File: config.mk
export PLATFORM = sky130hd
export DESIGN_NAME = apb_uart_tx_feeder
export DESIGN_NICKNAME = d
export VERILOG_FILES = /design/src/rtl/apb_uart_pkg.sv /design/src/rtl/sync_byte_fifo.sv /design/src/rtl/apb_uart_tx_feeder.sv
export SDC_FILE = /design/constraint.sdc
export NUM_CORES = 1
export LEC_CHECK = 0
export ABC_AREA = 0
export ABC_CLOCK_PERIOD_IN_PS = 5100
export CAP_MARGIN = 40
export CORE_MARGIN = 4
export CORE_UTILIZATION = 56
export CTS_CLUSTER_DIAMETER = 60
export DETAILED_ROUTE_END_ITERATION = 8
export PLACE_DENSITY = 0.85
export SLEW_MARGIN = 40
export SYNTH_ARGS = -nofsm -noshare
export SYNTH_HDL_FRONTEND = slang
export SYNTH_HIERARCHICAL = 1
export SYNTH_SLANG_ARGS = --single-unit
export TNS_END_PERCENT = 10
File: constraint.sdc
create_clock -name PCLK -period 5.1 [get_ports PCLK]
set_input_delay 1.02 -clock PCLK [delete_from_list [all_inputs] [get_ports PCLK]]
set_output_delay 1.02 -clock PCLK [all_outputs]
set_load 0.05 [all_outputs]
File: src/rtl/apb_uart_pkg.sv
// Shared definitions for the UART register map and the TX feeder state machine.
package apb_uart_pkg;

  localparam logic [7:0] ADDR_CTRL   = 8'h00;
  localparam logic [7:0] ADDR_BAUD   = 8'h04;
  localparam logic [7:0] ADDR_DATA   = 8'h08;
  localparam logic [7:0] ADDR_STATUS = 8'h0C;

  localparam int TX_BUSY_BIT = 0;

  localparam logic [31:0] CTRL_ENABLE = 32'h0000_0001;

  typedef enum logic [2:0] {
    ST_RST_WAIT = 3'd0,
    ST_CFG_CTRL = 3'd1,
    ST_CFG_BAUD = 3'd2,
    ST_IDLE     = 3'd3,
    ST_POLL     = 3'd4,
    ST_SEND     = 3'd5
  } state_t;

endpackage

File: src/rtl/sync_byte_fifo.sv
// Single-clock byte FIFO; the head entry is visible until it is popped.
module sync_byte_fifo #(
  parameter int DEPTH = 8
) (
  input  logic       clk,
  input  logic       rst,
  input  logic       push,
  input  logic       pop,
  input  logic [7:0] wdata,
  output logic       full,
  output logic       empty,
  output logic [7:0] head
);

  localparam int AW = $clog2(DEPTH);
  localparam logic [AW:0] FULL_CNT = DEPTH[AW:0];

  logic [7:0]    mem [DEPTH];
  logic [AW-1:0] wr_ptr;
  logic [AW-1:0] rd_ptr;
  logic [AW:0]   count;
  logic          do_push;
  logic          do_pop;

  assign do_push = push && !full;
  assign do_pop  = pop && !empty;
  assign full    = (count == FULL_CNT);
  assign empty   = (count == '0);
  assign head    = mem[rd_ptr];

  always_ff @(posedge clk) begin
    if (rst) begin
      wr_ptr <= '0;
      rd_ptr <= '0;
      count  <= '0;
    end else begin
      if (do_push) wr_ptr <= wr_ptr + 1'b1;
      if (do_pop)  rd_ptr <= rd_ptr + 1'b1;
      case ({do_push, do_pop})
        2'b10:   count <= count + 1'b1;
        2'b01:   count <= count - 1'b1;
        default: count <= count;
      endcase
    end
  end

  // Storage carries no reset; only the pointers define validity.
  always_ff @(posedge clk) begin
    if (do_push) mem[wr_ptr] <= wdata;
  end

endmodule

File: src/rtl/apb_uart_tx_feeder.sv
// APB master that configures apb_uart and then streams queued bytes into its
// DATA register, polling STATUS for an idle transmitter before every write.
module apb_uart_tx_feeder
  import apb_uart_pkg::*;
#(
  parameter int BAUD_DIV   = 16,
  parameter int FIFO_DEPTH = 8,
  parameter int POLL_LIMIT = 1024
) (
  input  logic        PCLK,
  input  logic        PRESET,
  input  logic [7:0]  in_data,
  input  logic        in_valid,
  output logic        in_ready,
  output logic        PSEL,
  output logic        PENABLE,
  output logic        PWRITE,
  output logic [7:0]  PADDR,
  output logic [31:0] PWDATA,
  input  logic [31:0] PRDATA,
  input  logic        PREADY,
  output logic        cfg_done,
  output logic        poll_timeout
);

  localparam int CW = $clog2(POLL_LIMIT + 1);
  localparam logic [CW-1:0] LIMIT_C  = CW'(POLL_LIMIT);
  localparam logic [CW-1:0] LIMIT_M1 = CW'(POLL_LIMIT - 1);
  localparam logic [31:0]   BAUD_WORD = 32'(BAUD_DIV);

  state_t        state;
  logic          push;
  logic          pop;
  logic          xfer_done;
  logic          fifo_full;
  logic          fifo_empty;
  logic [7:0]    fifo_head;
  logic [CW-1:0] poll_cnt;
  logic          prdata_unused;

  assign in_ready      = !fifo_full;
  assign push          = in_valid && in_ready;
  assign xfer_done     = PSEL && PENABLE && PREADY;
  assign pop           = (state == ST_SEND) && xfer_done;
  assign prdata_unused = ^(PRDATA & ~(32'd1 << TX_BUSY_BIT));

  sync_byte_fifo #(
    .DEPTH (FIFO_DEPTH)
  ) u_fifo (
    .clk   (PCLK),
    .rst   (PRESET),
    .push  (push),
    .pop   (pop),
    .wdata (in_data),
    .full  (fifo_full),
    .empty (fifo_empty),
    .head  (fifo_head)
  );

  // Configuration writes run back to back; every later transfer is followed
  // by a cycle with PSEL low before the next SETUP.
  always_ff @(posedge PCLK) begin
    if (PRESET) begin
      state        <= ST_RST_WAIT;
      PSEL         <= 1'b0;
      PENABLE      <= 1'b0;
      PWRITE       <= 1'b0;
      PADDR        <= '0;
      PWDATA       <= '0;
      cfg_done     <= 1'b0;
      poll_timeout <= 1'b0;
      poll_cnt     <= '0;
    end else begin
      unique case (state)
        ST_RST_WAIT: begin
          state   <= ST_CFG_CTRL;
          PSEL    <= 1'b1;
          PENABLE <= 1'b0;
          PWRITE  <= 1'b1;
          PADDR   <= ADDR_CTRL;
          PWDATA  <= CTRL_ENABLE;
        end
        ST_CFG_CTRL: begin
          if (!PENABLE) begin
            PENABLE <= 1'b1;
          end else if (PREADY) begin
            state   <= ST_CFG_BAUD;
            PENABLE <= 1'b0;
            PADDR   <= ADDR_BAUD;
            PWDATA  <= BAUD_WORD;
          end
        end
        ST_CFG_BAUD: begin
          if (!PENABLE) begin
            PENABLE <= 1'b1;
          end else if (PREADY) begin
            state    <= ST_IDLE;
            PSEL     <= 1'b0;
            PENABLE  <= 1'b0;
            cfg_done <= 1'b1;
          end
        end
        ST_IDLE: begin
          // A byte being pushed this cycle is enough to start polling.
          if (!fifo_empty || push) begin
            state  <= ST_POLL;
            PSEL   <= 1'b1;
            PWRITE <= 1'b0;
            PADDR  <= ADDR_STATUS;
            PWDATA <= '0;
          end
        end
        ST_POLL: begin
          if (!PSEL) begin
            PSEL   <= 1'b1;
            PWRITE <= 1'b0;
            PADDR  <= ADDR_STATUS;
            PWDATA <= '0;
          end else if (!PENABLE) begin
            PENABLE <= 1'b1;
          end else if (PREADY) begin
            PSEL    <= 1'b0;
            PENABLE <= 1'b0;
            if (PRDATA[TX_BUSY_BIT]) begin
              if (poll_cnt != LIMIT_C) poll_cnt <= poll_cnt + 1'b1;
              if (poll_cnt >= LIMIT_M1) poll_timeout <= 1'b1;
            end else begin
              poll_cnt <= '0;
              state    <= ST_SEND;
            end
          end
        end
        ST_SEND: begin
          if (!PSEL) begin
            PSEL   <= 1'b1;
            PWRITE <= 1'b1;
            PADDR  <= ADDR_DATA;
            PWDATA <= {24'b0, fifo_head};
          end else if (!PENABLE) begin
            PENABLE <= 1'b1;
          end else if (PREADY) begin
            PSEL    <= 1'b0;
            PENABLE <= 1'b0;
            state   <= ST_IDLE;
          end
        end
        default: state <= ST_RST_WAIT;
      endcase
    end
  end

endmodule

==> flow_metrics.py <==
metrics = {
    "drt": {
        "drc": 0,
        "viasPerCell": 5.82,
        "antenna_left": 0,
        "dr.pass1.iters": 4,
        "wl_per_cell_um": 16.8,
        "drt_iter0_drc": 267,
        "wl_mm": 8.84,
        "vias": 3068,
    },
    "flow_run": {
        "maxCapViolations": 0,
    },
    "pwr": {
        "p_comb_frac": 0.106,
        "total_power_uw": 1620,
        "p_sw_frac": 0.274,
        "switchingPower_uw": 444,
        "p_per_area_nw_per_um2": 301,
        "p_seq_frac": 0.586,
        "p_int_uw": 1170,
        "power_frac_clock": 0.307,
        "p_leak_uw": 0.00185,
        "ir_worst_vdd_v": 0.000138,
    },
    "clock_network": {
        "cts_buffer_depth": 2,
        "post_cts_buffers": 0,
        "post_cts_resized": 0,
        "cts_hold_buf": 0,
        "clk_pin_slew_ns": 0.11,
        "numCtsBuffers": 9,
        "cts_sinks": 106,
        "cts_htree_levels": 3,
        "clkLatencyLatePin_ns": 0.37,
        "cts_tree": "built",
        "root_buffer": "clkbuf_8",
    },
    "sta": {
        "fin_crit_ns": 3.31,
        "fin_crit_sh": 0.649,
        "fin_skew_ns": 0.00839,
        "finalHoldViolCount": 0,
        "relSlewSlack": 0.506,
        "max_freq_mhz": 302,
        "slew_viol_final": 0,
        "final.setup.tns_ns": 0,
        "finalSetupViolCount": 0,
        "worstMarginPinSlew_ns": 0.735,
        "rsz0062_at_grt": "false",
    },
    "die": {
        "die_w_um": 102,
        "start_util": 0.588,
        "fp-row-count": 33,
        "ioPinCount": 90,
        "fp.dieArea_um2": 10400,
        "die_y_um": 102,
        "coreArea_um2": 8380,
    },
    "grt": {
        "first_global_vias": 2880,
        "overflow": 0,
        "grt_max_degree": 29,
        "track_usage": 0.182,
        "grt_antenna_before_repair": 0,
        "grt_pass1_wl_mm": 14.4,
    },
    "synthesis": {
        "synth_seq_cells": 106,
        "netlist_area_um2": 4930,
        "syn_area_per_cell_um2": 12.6,
        "synth.distinct_cells": 61,
        "syn_inst": 390,
        "ys_seq_area_frac": 0.560,
        "synth_ff_type": "edfxtp_1",
        "async_reset_ff_frac": 0,
        "synth_edf_count": 64,
        "ys_warn_count": 6,
    },
    "setup_path": {
        "start_kind": "primary input",
        "crit_path_end_kind": "flop",
        "cp_data_arrival_time_ns": 3.61,
        "path_class": "in -> reg",
        "critical_path.max_fanout": 6,
        "critical_path_required_ns": 5.40,
    },
    "worst_hold_path": {
        "hold_class": "reg -> reg",
    },
    "finish": {
        "synthToLayoutAreaGrowth_pct": 8.98,
        "n_antenna_cell": 0,
        "fin_area_um2": 5370,
        "final_common_cell": "edfxtp_1",
        "layout-drive-gt1-share": 0.118,
        "nNetsFinal": 468,
        "layout_common_cells": "edfxtp_1 (64), dfxtp_1 (41), conb_1 (30)",
    },
    "place": {
        "port_buffers": 28,
        "place_hpwl_mm": 6.16,
        "gp_congestion": 0.846,
        "dpl_cell_area_um2": 5170,
    },
    "run_status": {
        "status": "completed",
    },
}
==> registers in the layout, indices dropped and copies added, names as in the netlist, 2 cells and up, named ones only <==
| register | flops |
|---|---|
| PWDATA | 8 |
| u_fifo/rd_ptr | 3 |
| PADDR | 2 |
| u_fifo/wr_ptr | 3 |
| state | 3 |
| poll_cnt | 11 |
| u_fifo/count | 4 |
| u_fifo/mem | 64 |
==> metal layers <==
metal | GRT usage | part of all wire
met5 | 0 | 0
met4 | 0.0696 | 0.013
met3 | 0.0280 | 0.062
met2 | 0.298 | 0.50
met1 | 0.248 | 0.43
==> cell usage after synthesis (2+ instances only) <==
cell type | instances | share of area
o211ai_1 | 4 | 0.0061
edfxtp_1 | 64 | 0.39
and4_1 | 3 | 0.0053
nor2_1 | 24 | 0.018
clkbuf_1 | 9 | 0.0069
nand2_1 | 25 | 0.019
inv_1 | 8 | 0.0061
nand2b_1 | 7 | 0.0089
o21ai_1 | 3 | 0.0030
nor4bb_1 | 2 | 0.0041
ha_1 | 7 | 0.018
o21ai_0 | 6 | 0.0061
buf_4 | 30 | 0.046
mux2i_1 | 9 | 0.018
xor2_1 | 6 | 0.011
xnor2_1 | 2 | 0.0036
nor2b_1 | 7 | 0.0089
nand3_1 | 9 | 0.0091
and3_1 | 2 | 0.0025
nor3b_1 | 2 | 0.0030
nor3_1 | 8 | 0.0081
mux4_1 | 9 | 0.048
or3_1 | 4 | 0.0051
a21oi_1 | 24 | 0.024
mux4_2 | 7 | 0.032
mux2_2 | 9 | 0.021
buf_6 | 5 | 0.011
dfxtp_1 | 42 | 0.17
nand4_1 | 9 | 0.011
or4_1 | 2 | 0.0030
nand3b_1 | 3 | 0.0046
buf_2 | 2 | 0.0020
nor4_1 | 6 | 0.0076
a2111oi_0 | 2 | 0.0036
and2_1 | 3 | 0.0038
==> per-stage QoR <==
stage | setup slack [ns] | cells | utilization | hold slack, ns
after floorplan | 2.35 | 419 | - | 0.466
after global placement | 1.52 | 511 | 0.616 | 0.434
after detailed placement | 1.44 | 511 | 0.617 | 0.447
after CTS | 1.81 | 527 | 0.640 | 0.463
after global routing | 1.57 | 527 | 0.641 | 0.497
final | 1.79 | 527 | 0.641 | 0.459
==> logic make-up after synthesis <==
group,Yosys count,share of synthesized area
AOI/OAI and AO/OA,51,0.0652
buffers and inverters,55,0.0728
other,1,0.000761
adders and majority gates,8,0.0198
DFF,106,0.560
and+or+nand+nor,126,0.145
muxes,34,0.119
xor gates and xnor gates,9,0.0175
==> power by group through the flow <==
stage               logic, uW  registers [uW]  clock network, uW
floorplan                 132             978                  0
global placement          167             966                  0
detailed placement        171             968                  0
CTS                       172             949                512
global route              186             952                548
finish                    172             949                498
==> worst paths after layout <==
path                                       from         endpoint  slack [ns]  cells after the start
worst min register to register     poll_timeout     poll_timeout        0.46                      2
worst max register to register  u_fifo/count[1]  u_fifo/count[2]        2.11                     12
worst max-delay path                     PREADY  u_fifo/count[2]        1.79                     11
worst min-delay path               poll_timeout     poll_timeout        0.46                      2
==> final cells by class <==
type                    instances  area [um2]
inverters                       8        30.0
multi-input cells             258        1920
clock buffers                   9         124
repair buffers                 34         325
well taps                     105         131
flip-flops and latches        106        2760
fillers                       620        3010
clock inverters                 7        73.8
==> critical path: stages <==
cell and delay, ns:
clkdlybuf4s50_1 0.56, nand3_1 0.14, nor2_1 0.24, o41a_1 0.34, ha_1 0.32, xor2_1 0.17
ha_1 0.16, a21oi_1 0.05, xor2_1 0.16, or3_1 0.31, a21oi_1 0.15
Note: power is estimated with default switching activity, not from simulation.
